<file path="src/rtl/mem_dc_stream_fetch.sv">
// DC coefficient streamer: reads coefficient 0 of each block and emits it (or its delta) on valid/ready.
// First beat 2+RD_LAT cycles after start; reads are throttled so the small return FIFO never overflows.

module mem_dc_stream_fetch_fifo #(
  parameter int W     = 8,
  parameter int DEPTH = 3,
  parameter int CNT_W = $clog2(DEPTH + 1)
) (
  input  logic             clock,
  input  logic             reset_n,
  input  logic             i_push_vld,
  input  logic [W-1:0]     i_push_dat,
  input  logic             i_pop_rdy,
  output logic             o_pop_vld,
  output logic [W-1:0]     o_pop_dat,
  output logic [CNT_W-1:0] o_count
);
  localparam int PTR_W = (DEPTH > 1) ? $clog2(DEPTH) : 1;

  logic [W-1:0]     r_mem [DEPTH];
  logic [PTR_W-1:0] r_wptr;
  logic [PTR_W-1:0] r_rptr;
  logic [CNT_W-1:0] r_cnt;
  logic             w_do_push;
  logic             w_do_pop;

  assign w_do_pop  = i_pop_rdy && (r_cnt != '0);
  // A push into a full FIFO is legal only when the head leaves in the same cycle.
  assign w_do_push = i_push_vld && ((r_cnt != CNT_W'(DEPTH)) || w_do_pop);
  assign o_pop_vld = (r_cnt != '0);
  assign o_pop_dat = r_mem[r_rptr];
  assign o_count   = r_cnt;

  always_ff @(posedge clock or negedge reset_n) begin
    if (!reset_n) begin
      for (int i = 0; i < DEPTH; i++) r_mem[i] <= '0;
      r_wptr <= '0;
      r_rptr <= '0;
      r_cnt  <= '0;
    end else begin
      if (w_do_push) begin
        r_mem[r_wptr] <= i_push_dat;
        r_wptr        <= (r_wptr == PTR_W'(DEPTH - 1)) ? '0 : r_wptr + 1'b1;
      end
      if (w_do_pop) r_rptr <= (r_rptr == PTR_W'(DEPTH - 1)) ? '0 : r_rptr + 1'b1;
      if (w_do_push && !w_do_pop)      r_cnt <= r_cnt + 1'b1;
      else if (w_do_pop && !w_do_push) r_cnt <= r_cnt - 1'b1;
    end
  end
endmodule

module mem_dc_stream_fetch #(
  parameter int DATA_W       = 32,
  parameter int BLOCK_PIXELS = 64,
  parameter int MAX_BLOCKS   = 32,
  parameter int ADDR_W       = 11,
  parameter int RD_LAT       = 1
) (
  input  logic              clock,
  input  logic              reset_n,
  input  logic              start,
  input  logic [31:0]       block_num,
  input  logic              diff_en,
  output logic              busy,
  output logic              done,
  output logic              mem_rd_en,
  output logic [ADDR_W-1:0] mem_addr,
  input  logic [DATA_W-1:0] mem_rd_data,
  output logic              dc_valid,
  input  logic              dc_ready,
  output logic [DATA_W-1:0] dc_data,
  output logic [31:0]       dc_index,
  output logic              dc_last
);
  localparam int DEPTH = RD_LAT + 2;
  localparam int CNT_W = $clog2(DEPTH + 1);
  localparam int ENT_W = DATA_W + 33;

  typedef enum logic [1:0] {S_IDLE, S_FETCH, S_DRAIN, S_DONE} state_t;

  state_t            r_state;
  state_t            w_state_nxt;
  logic [31:0]       r_n;
  logic [31:0]       r_rd_idx;
  logic [31:0]       r_ret_idx;
  logic              r_diff;
  logic [DATA_W-1:0] r_prev;
  logic [RD_LAT-1:0] r_vpipe;

  logic              w_accept;
  logic [31:0]       w_n_clamp;
  logic [CNT_W-1:0]  w_in_flight;
  logic [CNT_W-1:0]  w_fifo_cnt;
  logic              w_issue;
  logic              w_push;
  logic              w_pop;
  logic              w_fifo_vld;
  logic [DATA_W-1:0] w_push_dat;
  logic              w_push_last;
  logic [ENT_W-1:0]  w_head;

  assign w_accept  = start && (r_state == S_IDLE);
  assign w_n_clamp = (block_num > 32'(MAX_BLOCKS)) ? 32'(MAX_BLOCKS) : block_num;

  always_comb begin
    w_in_flight = '0;
    for (int i = 0; i < RD_LAT; i++) w_in_flight = w_in_flight + CNT_W'(r_vpipe[i]);
  end

  // Reads in flight plus buffered entries are bounded by the FIFO depth, so returns never drop.
  assign w_issue   = (r_state == S_FETCH) &&
                     ((32'(w_in_flight) + 32'(w_fifo_cnt)) < 32'(DEPTH));
  assign mem_rd_en = w_issue;
  assign mem_addr  = w_issue ? ADDR_W'(r_rd_idx * BLOCK_PIXELS) : '0;

  assign w_push      = r_vpipe[RD_LAT-1];
  assign w_push_dat  = r_diff ? (mem_rd_data - r_prev) : mem_rd_data;
  assign w_push_last = (r_ret_idx == r_n - 32'd1);
  assign w_pop       = w_fifo_vld && dc_ready;

  assign busy     = (r_state != S_IDLE);
  assign done     = (r_state == S_DONE);
  assign dc_valid = w_fifo_vld;
  assign {dc_last, dc_index, dc_data} = w_head;

  always_comb begin
    w_state_nxt = r_state;
    case (r_state)
      S_IDLE:  if (start) w_state_nxt = (w_n_clamp == 32'd0) ? S_DONE : S_FETCH;
      S_FETCH: if (w_issue && (r_rd_idx == r_n - 32'd1)) w_state_nxt = S_DRAIN;
      S_DRAIN: if (w_pop && dc_last) w_state_nxt = S_DONE;
      S_DONE:  w_state_nxt = S_IDLE;
      default: w_state_nxt = S_IDLE;
    endcase
  end

  always_ff @(posedge clock or negedge reset_n) begin
    if (!reset_n) begin
      r_state   <= S_IDLE;
      r_n       <= '0;
      r_rd_idx  <= '0;
      r_ret_idx <= '0;
      r_diff    <= 1'b0;
      r_prev    <= '0;
      r_vpipe   <= '0;
    end else begin
      r_state <= w_state_nxt;
      r_vpipe <= (r_vpipe << 1) | RD_LAT'(w_issue);
      if (w_accept) begin
        r_n       <= w_n_clamp;
        r_diff    <= diff_en;
        r_prev    <= '0;
        r_rd_idx  <= '0;
        r_ret_idx <= '0;
      end else begin
        if (w_issue) r_rd_idx <= r_rd_idx + 32'd1;
        if (w_push) begin
          r_prev    <= mem_rd_data;
          r_ret_idx <= r_ret_idx + 32'd1;
        end
      end
    end
  end

  mem_dc_stream_fetch_fifo #(
    .W     (ENT_W),
    .DEPTH (DEPTH),
    .CNT_W (CNT_W)
  ) u_fifo (
    .clock      (clock),
    .reset_n    (reset_n),
    .i_push_vld (w_push),
    .i_push_dat ({w_push_last, r_ret_idx, w_push_dat}),
    .i_pop_rdy  (dc_ready),
    .o_pop_vld  (w_fifo_vld),
    .o_pop_dat  (w_head),
    .o_count    (w_fifo_cnt)
  );
endmodule

</file>
<file path="config.mk">
export PLATFORM = sky130hd
export DESIGN_NAME = mem_dc_stream_fetch
export DESIGN_NICKNAME = d
export VERILOG_FILES = /design/src/rtl/mem_dc_stream_fetch.sv
export SDC_FILE = /design/constraint.sdc
export NUM_CORES = 1
export LEC_CHECK = 0
export CORE_ASPECT_RATIO = 0.8
export CORE_MARGIN = 1
export CORE_UTILIZATION = 53
export DETAILED_ROUTE_END_ITERATION = 6
export PLACE_DENSITY = 0.74
export SETUP_SLACK_MARGIN = 0.3
export SLEW_MARGIN = 20
export SYNTH_ARGS = -nofsm -noshare
export SYNTH_HDL_FRONTEND = slang
export SYNTH_SLANG_ARGS = --single-unit
</file>
<file path="constraint.sdc">
create_clock -name clock -period 3.4 [get_ports clock]
set_input_delay 1.02 -clock clock [delete_from_list [all_inputs] [get_ports clock]]
set_output_delay 1.02 -clock clock [all_outputs]
set_load 0.01 [all_outputs]
</file>
==> flow_summary.json, run 1 <==
{
  "outcome": "completed",
  "cp-end-kind": "flop",
  "start_kind": "flop",
  "rows": 60,
  "synth-warning-count": 0,
  "synthArstFlopShare_pct": 100.0,
  "r2r_start": "r_n[13]",
  "setup_violations": 0,
  "firstDrtPassIters": 6,
  "synth_area_um2": 18190,
  "antenna_found_initial": 0,
  "cts_tree": "done",
  "postRouteAntennaNets": 0,
  "final_area_um2": 23700,
  "drive_above_1_share_pct": 20.37,
  "min-delay-path-class": "reg -> reg",
  "clk_latency_ns": 0.55,
  "crit_slowest_cell": "or3_4",
  "crit_required_ns": 3.88,
  "areaGrowthSynthToFinish_pct": 30.33,
  "grt_pass1_wl_mm": 83.80,
  "slew_violations": 0,
  "r2r.worst_path.cells": 14,
  "rsz0062_at_grt": "yes",
  "track_usage_pct": 29.94,
  "clkSinkCount": 333,
  "nets": 2502,
  "crit_type": "reg -> reg",
  "grt-ovfl-total": 0,
  "tightest_slew_ns": 0.7356,
  "dpl.hpwl_mm": 34.78,
  "synth_top_cell_by_area": "dfrtp_1",
  "crit_chain": "or3_4, or3_4, nor4_4, buf_4, nand3_1, buf_4, nor2_4, xnor2_1, buf_4, xnor2_1, nor4_1, and4_4, nor3b_2, a21o_1",
  "grt_max_degree": 77,
  "synth_ff_type": "dfrtp_1",
  "avgRoutedWirePerCell_um": 18.65,
  "final_cells": 2849,
  "core_um2": 33710,
  "grt_pass1_vias": 15790,
  "powerDensity_nw_per_um2": 810.8,
  "max_freq_mhz": 301.2,
  "min_period_ns": 3.321,
  "yosysUniqueCellTypes": 67,
  "leakage_uw": 0.01136,
  "relSlewSlack_pct": 50.96,
  "crit_cells": 14,
  "viasPerCell": 5.691,
  "wirelength_mm": 53.12,
  "drc_errors": 0,
  "clkSlewWorstSetupHoldPaths_ns": 0.06,
  "cap_violations": 0,
  "vias": 16210,
  "cp-endpoint": "u_fifo.r_mem[64]",
  "htree_levels": 2,
  "r2r_end": "u_fifo.r_mem[64]",
  "dpl_cell_area_um2": 21520,
  "dp.cells": 2738,
  "die_w_um": 209.1,
  "avgSynthCellArea_um2": 8.693,
  "crit_family": "simple AND/OR/NAND/NOR gates",
  "rrSetupSlack_ns": 0.08,
  "start_util_pct": 53.95,
  "cp_slowest_stage_delay_ns": 0.40,
  "yosys-top-cells-count": "nand2_1, dfrtp_1, o21ai_0",
  "die-area_um2": 35060,
  "yosysMostFrequentCell": "nand2_1",
  "finalHoldViolations": 0,
  "arrival_ns": 3.80,
  "pin_count": 149,
  "ys_seq_area_share_pct": 45.82,
  "synthCells": 2092,
  "cp_common_cell": "buf_4",
  "ir_drop_uv": 481.7,
  "portBuffers": 142,
  "drtIter0Drc": 1449,
  "place_congestion": 0.9302,
  "finClkSkew_ns": 0.02573,
  "synthTopCellsByArea": "dfrtp_1, nand2_1, mux2i_1",
  "die_h_um": 167.7,
  "period_share_pct": 97.66,
  "yosysTopAreaCellShare_pct": 45.82,
  "clockBufferDepth": 3,
  "synth_edf_count": 0,
  "startpoint": "r_n[13]",
  "numCtsBuffers": 35,
  "diodes": 0,
  "yosys_register_bits": 333,
  "crit_fanout": 6,
  "cts_root_buffer": "clkbuf_16",
  "fin_setup_tns_ns": 0,
  "crit_buf_inv": 3
}
==> how the worst min path moves through the flow <==
stage / end / slack (ns) / start / depth (start not counted)
after floorplan: u_fifo.r_mem[178] / 0.45 / u_fifo.r_mem[178] / 2
after CTS: u_fifo.r_mem[163] / 0.48 / u_fifo.r_mem[163] / 2
after global placement: u_fifo.r_mem[165] / 0.46 / u_fifo.r_mem[165] / 2
after global routing: u_fifo.r_mem[111] / 0.49 / u_fifo.r_mem[111] / 2
final: u_fifo.r_mem[163] / 0.47 / u_fifo.r_mem[163] / 2
after detailed placement: u_fifo.r_mem[104] / 0.46 / u_fifo.r_mem[104] / 2
==> kinds of logic after synthesis <==
group	after synthesis	synth area share [%]
other	1	0.02062
buffers and inverters	189	4.073
DFF	333	45.82
xor gates and xnor gates	156	7.513
AOI/OAI and AO/OA	342	10.80
adders and majority gates	43	3.000
and+or+nand+nor	899	21.62
muxes	129	7.148
==> registers in the layout (all words and copies together), names as in the netlist <==
signal          count
r_ret_idx          32
r_prev             32
r_state             2
r_n                32
u_fifo.r_rptr       2
r_diff              1
r_rd_idx           32
r_vpipe             1
u_fifo.o_count      2
u_fifo.r_mem      195
u_fifo.r_wptr       2
==> where the power goes <==
| group | switching, uW | total (uW) | leakage [uW] | internal, uW |
|---|---|---|---|---|
| combinational | 5190 | 9590 | 0.00638 | 4400 |
| sequential | 716 | 5800 | 0.00442 | 5090 |
| clock | 1610 | 3820 | 0.000556 | 2210 |
==> worst min-delay path, delay by kind of cell (launching register included) <==
family,cells,cell delay [ns]
DFF,1,0.34
and+or+nand+nor,2,0.10
==> cell usage in the layout, fill, tap and decap left out, drive strengths merged, types with 4 or more instances in the layout <==
cell type,netlist,final
nor3b,9,9
o2111ai,4,4
mux2,7,7
ha,42,42
xor2,67,67
nor4,16,16
clkinv,1,7
o211ai,4,4
or4,5,5
a21o,20,20
nand2,508,508
nand2b,13,13
nor3,27,27
clkbuf,107,72
or3,23,23
clkdlybuf4s15,0,11
mux2i,122,122
clkdlybuf4s50,0,47
o21a,8,8
nand4,16,16
a21oi,58,58
and2,31,31
and3,17,17
xnor2,89,89
inv,54,55
dlygate4sd2,0,24
and4,6,6
a211oi,6,6
nand3b,4,4
dfrtp,333,333
o21bai,5,5
nor2b,9,9
a31oi,14,14
buf,27,271
conb,1,6
o21ai,192,192
nand3,44,44
dlymetal6s2s,0,15
nor2,165,165
==> layout make-up <==
type,instances,area (um^2)
Clock inverter,10,95.09
Fill cell,2484,10010
Clock buffer,52,1041
Inverter,55,214.0
Multi-Input combinational cell,1575,10010
Tap cell,434,543.0
Timing Repair Buffer,390,3458
Sequential cell,333,8339
==> metal layers <==
| layer | up-vias | global-route usage (%) | routed length, um |
|---|---|---|---|
| met4 | 0 | 8.088 | 1121 |
| li1 | 7579 | - | - |
| met1 | 7951 | 43.23 | 23830 |
| met5 | - | 0 | 0 |
| met3 | 79 | 5.701 | 3929 |
| met2 | 604 | 46.16 | 24240 |
==> stage by stage <==
stage          setup WS [ns]  total power (uW)  utilization (%)  hold slack, ns
2_1_floorplan        0.04978             10600                -          0.4452
3_3_place_gp         -0.7266             14150            63.85          0.4561
3_5_place_dp         -0.8231             14390            63.85          0.4623
4_1_cts              0.01782             18770            69.29          0.4774
5_1_grt             -0.02331             20360            70.32          0.4916
6_report             0.07945             19220            70.32          0.4726
==> repair_timing <==
action | 4_1_cts | 5_1_grt
hold buffers | 0 | 0
pin swaps | 52 | 48
cloned | 3 | 1
resized for setup | 254 | 154
setup buffers | 31 | 14
endpoints found under the setup margin | 153 | 93
Power figures use the tool's default switching activity.
==> run 2, diff against run 1 <==
ABC_AREA = 1   (was unset)
CAP_MARGIN = 20   (was unset)
CORE_UTILIZATION = 54   (was 53)
PLACE_DENSITY = 0.75   (was 0.74)
==> run 2 against run 1 <==
Effect of this change:
- the flow now finishes with violations (DRC)
- wire length rose by 20%
- sequential share of layout area rose by 0.18 points
- non-clock buffer count fell by 102
- worst setup slack improved by 0.030 ns
- combinational power rose by 14%
- largest power group unchanged
- critical path depth fell by 10
- count of clock-buffer cells in the layout rose by 5
- fmax rose by 0.90%
- synthesized cell count rose by 26%
- first-iteration DRC count rose by 49%
==> flow_summary.json, run 2 <==
{
  "dpl_cell_area_um2": 21910,
  "met1_length_mm": 28.92,
  "clockBufferDepth": 3,
  "avgSynthCellArea_um2": 7.286,
  "cp_slowest_stage_delay_ns": 0.60,
  "clkSlewWorstSetupHoldPaths_ns": 0.06,
  "crit_required_ns": 2.38,
  "period_share_pct": 96.79,
  "areaGrowthSynthToFinish_pct": 22.37,
  "synth-warning-count": 0,
  "drive_above_1_share_pct": 11.90,
  "synth_top_cell_by_area": "dfrtp_1",
  "die_w_um": 213.2,
  "yosysMostFrequentCell": "nand2_1",
  "vias": 19300,
  "layout_common_cells": "nand2_1, dfrtp_1, nand3_1, o21ai_0, nor2_1",
  "viasPerCell": 5.738,
  "cap_violations": 0,
  "firstDrtPassIters": 7,
  "cts_root_buffer": "clkbuf_16",
  "htree_levels": 2,
  "synthCells": 2645,
  "setup_violations": 0,
  "final_cells": 3363,
  "synth_xor_area_share_pct": 3.603,
  "grt_max_degree": 88,
  "core_um2": 34960,
  "arrival_ns": 2.27,
  "powerDensity_nw_per_um2": 888.2,
  "drc_errors": 10,
  "startpoint": "u_fifo.r_rptr[0]",
  "synth_area_um2": 19270,
  "wirelength_mm": 63.86,
  "cp-end-kind": "output pin",
  "rsz0062_at_grt": "yes",
  "die-area_um2": 36450,
  "ir_drop_uv": 494.7,
  "dr_wl_met3_mm": 5.816,
  "portBuffers": 142,
  "finalHoldViolations": 0,
  "violations": "DRC",
  "r2r_start": "u_fifo.o_count[0]",
  "dp.cells": 3269,
  "track_usage_pct": 34.99,
  "synth_fa_ha_area_share_pct": 2.831,
  "yosys_register_bits": 333,
  "fill_cells": 3035,
  "dpl.hpwl_mm": 43.56,
  "outcome": "finished with violations",
  "relSlewSlack_pct": 31.61,
  "drtIter0Drc": 2155,
  "regMostFlops": "u_fifo.r_mem",
  "die_h_um": 171.0,
  "cts_tree": "done",
  "hold_buffers": 0,
  "grt_pass1_vias": 17980,
  "clkSinkCount": 333,
  "rows": 61,
  "leakage_uw": 0.01144,
  "start_kind": "flop",
  "avgRoutedWirePerCell_um": 18.99,
  "routed-wl-met2_mm": 27.72,
  "topRoutingLayerUsed": "met4",
  "finClkSkew_ns": 0.02228,
  "antenna_found_initial": 0,
  "power_uw": 20950,
  "synth_top_family_by_area": "simple AND/OR/NAND/NOR gates",
  "crit_chain": "buf_4, nand2_2, o221ai_2, clkdlybuf4s50_1",
  "largest_reg_flops": 195,
  "synthTopCellsByArea": "dfrtp_1, nand2_1, nand3_1",
  "synth.area.mux_share_pct": 0,
  "yosysUniqueCellTypes": 49,
  "min_period_ns": 3.291,
  "timing.hold.ws_ns": 0.3889,
  "place_congestion": 0.9839,
  "numCtsBuffers": 36,
  "yosys-top-cells-count": "nand2_1, dfrtp_1, nand3_1",
  "max_freq_mhz": 303.9,
  "crit_slowest_cell": "clkdlybuf4s50_1",
  "synth_edf_count": 0,
  "nets": 2976,
  "crit_fanout": 8,
  "slew_violations": 0,
  "clk_latency_ns": 0.54,
  "final_area_um2": 23580,
  "ys_seq_area_share_pct": 43.24,
  "tightest_slew_ns": 1.026,
  "layout_commonest_cell": "nand2_1",
  "synth_compound_area_share_pct": 10.52,
  "start_util_pct": 55.13,
  "synth_ff_type": "dfrtp_1",
  "grt_pass1_wl_mm": 98.41,
  "grt-ovfl-total": 0,
  "min-delay-path-class": "in -> async",
  "yosysTopAreaCellShare_pct": 43.24,
  "diodes": 0,
  "final_core_util_pct": 67.47,
  "yosys.area_share.simple_pct": 32.80,
  "postRouteAntennaNets": 0,
  "crit_type": "reg -> out",
  "synthArstFlopShare_pct": 100.0,
  "pin_count": 149
}
-- run 2: changes by cell type in the layout (fill, tap and decap cells not counted), sizes merged, moves of 22 or more --
cell | before | now
xnor2 | 89 | 10
mux2i | 122 | 0
nand2 | 508 | 771
nand3 | 44 | 298
o21ai | 192 | 286
clkdlybuf4s50 | 47 | 74
nor3 | 27 | 54
nand4 | 16 | 38
and2 | 31 | 0
nor2 | 165 | 257
or3 | 23 | 0
inv | 55 | 227
buf | 271 | 157
-- run 2: path summary, 6_finish.rpt --
| path | cells past startpoint | endpoint | slack (ns) |
|---|---|---|---|
| setup / recovery | 4 | dc_data[0] | 0.11 |
| hold / removal | 1 | u_fifo.r_mem[45] | 0.39 |
| setup reg to reg | 17 | r_rd_idx[11] | 0.43 |
| hold reg to reg | 2 | u_fifo.r_mem[161] | 0.48 |
| max in group asynchronous | 2 | u_fifo.r_mem[91] | 2.14 |
| min in group clock | 2 | u_fifo.r_mem[161] | 0.48 |
-- run 2: cell families (layout without fill, tap and decap cells) --
kind of cell,after synthesis,count (layout)
AND/OR/NAND/NOR,1464,1464
AO/OA/AOI/OAI,383,383
buffers and inverters,345,586
flip-flops,333,333
XOR/XNOR,76,76
adder cells (fa/ha/maj),43,43
other,1,6
-- run 2: metrics by stage --
step | setup TNS, ns | setup slack [ns]
3_5_place_dp | -10.05 | -0.3625
2_1_floorplan | 0 | 0.4381
5_1_grt | 0 | 0.02974
3_3_place_gp | -6.295 | -0.2503
4_1_cts | 0 | 0.1006
6_report | 0 | 0.1091
-- run 2: power breakdown --
group          total, uW  switching, uW  internal (uW)
clock network       3850           1650           2210
registers           6220            916           5310
logic              10900           6640           4220
total              20900           9210          11700
-- run 2: worst max-delay path, delay by kind of cell, from the launching register on --
family	cells	cell delay, ns
simple gates	1	0.23
buf+inv	2	0.77
flops	1	0.46
compound gates	1	0.28
-- run 2: final cells by class --
cell class,instances,area [um^2],share of cell area [%]
Clock inverter,8,85.08,0.3608
Timing Repair Buffer,288,2798,11.86
Multi-Input combinational cell,1972,9841,41.73
Clock buffer,57,1050,4.451
Inverter,233,880.8,3.735
Tap cell,472,590.6,2.504
Sequential cell,333,8339,35.36
-- run 2: layer usage --
layer	up-vias	GRT usage, %
li1	9070	-
met5	-	0
met2	903	51.99
met4	0	8.727
met1	9220	52.38
met3	105	6.388
-- run 2: what timing repair did --
action | in CTS | in global routing
cloned | 6 | 5
pin swaps | 8 | 9
setup endpoints to repair | 89 | 112
resized for setup | 127 | 109
buffers inserted | 11 | 7
endpoints found under the hold margin | 0 | 0
==> run 3, diff against run 2 <==
CORE_UTILIZATION = 45   (was 54)
MAX_ROUTING_LAYER = met4   (was unset)
PLACE_DENSITY = 0.64   (was 0.75)
==> run 3 against run 2 <==
Effect of this change:
- the flow still finishes with violations (DRC)
- sequential power decreased by 1%
- sequential share of layout area decreased by 0.93 points
- total power increased by 1.9%
- final area increased by 2.7%
- clock skew increased by 0.0040 ns
- die area increased by 20%
- sequential cell count unchanged
- count of clock-buffer cells in the layout decreased by 2
- fmax increased by 3.1%
- global-route usage decreased by 4.7 points
- critical path type unchanged
==> flow_summary.json, run 3 (synthesis results as in run 2) <==
{
  "seqCellArea_um2": 8337,
  "p_int_uw": 12140,
  "r2r.worst_path.cells": 19,
  "tightest_slew_ns": 0.6913,
  "crit_fanout": 8,
  "power_uw": 21340,
  "crit_slowest_cell": "dfrtp_2",
  "portBuffers": 142,
  "clkSlewWorstSetupHoldPaths_ns": 0.06,
  "ir_drop_uv": 437.5,
  "hold_buffers": 0,
  "crit_buf_inv": 5,
  "regMostFlops": "u_fifo.r_mem",
  "setup_slack_ns": 0.2072,
  "layout_common_cells": "nand2_1, dfrtp_1, nand3_1, o21ai_0, nor2_1",
  "r2r_end": "r_rd_idx[20]",
  "arrival_ns": 2.17,
  "start_kind": "flop",
  "cp_slowest_stage_delay_ns": 0.44,
  "finalHoldViolations": 0,
  "p_sw_share_pct": 43.11,
  "rrSetupSlack_ns": 0.47,
  "cts_tree": "done",
  "nets": 3009,
  "grt_pass1_wl_mm": 100.6,
  "fin_setup_tns_ns": 0,
  "pwr-share-clk_pct": 20.1,
  "relSlewSlack_pct": 53.49,
  "drc_errors": 14,
  "slew_violations": 0,
  "dpl_cell_area_um2": 22220,
  "drive_above_1_share_pct": 13.47,
  "rsz0062_at_grt": "yes",
  "core_um2": 42080,
  "min-delay-path-class": "in -> async",
  "postRouteAntennaNets": 0,
  "clk_latency_ns": 0.57,
  "die_h_um": 187.1,
  "rows": 67,
  "drtIter0Drc": 1953,
  "r2r_start": "u_fifo.o_count[0]",
  "start_util_pct": 45.80,
  "cp-end-kind": "output pin",
  "areaGrowthSynthToFinish_pct": 25.62,
  "crit_required_ns": 2.38,
  "crit_family": "buffers and inverters",
  "cap_violations": 0,
  "max_freq_mhz": 313.2,
  "min_period_ns": 3.193,
  "clkSinkCount": 333,
  "grt-ovfl-total": 0,
  "p_switching_uw": 9201,
  "cp_common_cell": "buf_12",
  "diodes": 0,
  "firstDrtPassIters": 7,
  "die-area_um2": 43660,
  "setup_violations": 0,
  "finClkSkew_ns": 0.02631,
  "multi_input_area_um2": 9923,
  "htree_levels": 2,
  "comb_power_share_pct": 51.2,
  "viasPerCell": 5.471,
  "powerDensity_nw_per_um2": 881.6,
  "wirelength_mm": 64.73,
  "period_share_pct": 93.91,
  "pin_count": 149,
  "vias": 19020,
  "leakage_uw": 0.01205,
  "outcome": "finished with violations",
  "crit_type": "reg -> out",
  "die_w_um": 233.4,
  "layout_commonest_cell": "nand2_1",
  "grt_pass1_vias": 17730,
  "avgRoutedWirePerCell_um": 18.62,
  "antenna_found_initial": 0,
  "place_congestion": 1.002,
  "track_usage_pct": 30.32,
  "largest_reg_flops": 195,
  "fill_cells": 3971,
  "clockBufferDepth": 3,
  "crit_chain": "buf_12, nor2_4, buf_12, buf_12, buf_8, nand2_2, o211ai_1, buf_2",
  "grt_max_degree": 91,
  "dpl.hpwl_mm": 45.31,
  "seq_power_share_pct": 28.7,
  "numCtsBuffers": 38,
  "violations": "DRC",
  "final_area_um2": 24210,
  "cts_root_buffer": "clkbuf_16",
  "place_ws_ns": -0.3663
}
-- run 3: worst max path at each step --
stage	from	to	cells past startpoint
after floorplan	mem_rd_data[0]	u_fifo.r_mem[24]	14
after CTS	u_fifo.r_rptr[1]	dc_data[27]	5
after detailed placement	mem_rd_data[0]	u_fifo.r_mem[154]	15
after global routing	u_fifo.r_rptr[0]	dc_index[24]	8
after global placement	mem_rd_data[0]	u_fifo.r_mem[89]	15
final	u_fifo.r_rptr[0]	dc_index[24]	8
-- run 3: metrics by stage --
| stage | hold slack [ns] | std cells | utilization, % |
|---|---|---|---|
| floorplan | 0.4422 | 2650 | - |
| global placement | 0.4552 | 3375 | 52.80 |
| detailed placement | 0.4586 | 3375 | 52.80 |
| CTS | 0.4163 | 3456 | 56.39 |
| global route | 0.4398 | 3477 | 57.53 |
| finish | 0.4083 | 3477 | 57.53 |
-- run 3: layer usage --
metal  track usage, %  vias to the layer above  part of all wire, %
li1                 -                     9156                    -
met4            7.043                        0                  1.7
met1            46.26                     9103                   49
met2            42.14                      696                   42
met5                -                        -                    0
met3            4.192                       69                  7.0
-- run 3: timing repair --
item / CTS / global route
setup buffers: 10 / 18
resized for setup: 63 / 173
setup endpoints to repair: 75 / 131
pin swaps: 3 / 21
cloned: 3 / 3
-- run 3: area by class of cell --
cell class              count  share of cell area [%]
repair buffers            319                   12.73
flip-flops and latches    333                   34.43
clock buffers              55                   4.651
multi-input cells        1972                   40.99
well taps                 552                   2.853
clock inverters            13                  0.6925
inverters                 233                   3.649
-- run 3: power by group through the flow --
stage	registers [uW]	clock network [uW]	logic [uW]
floorplan	5900	0	5900
global placement	6120	0	10100
detailed placement	6160	0	10200
CTS	6090	4360	10600
global route	6270	4500	12000
finish	6130	4280	10900
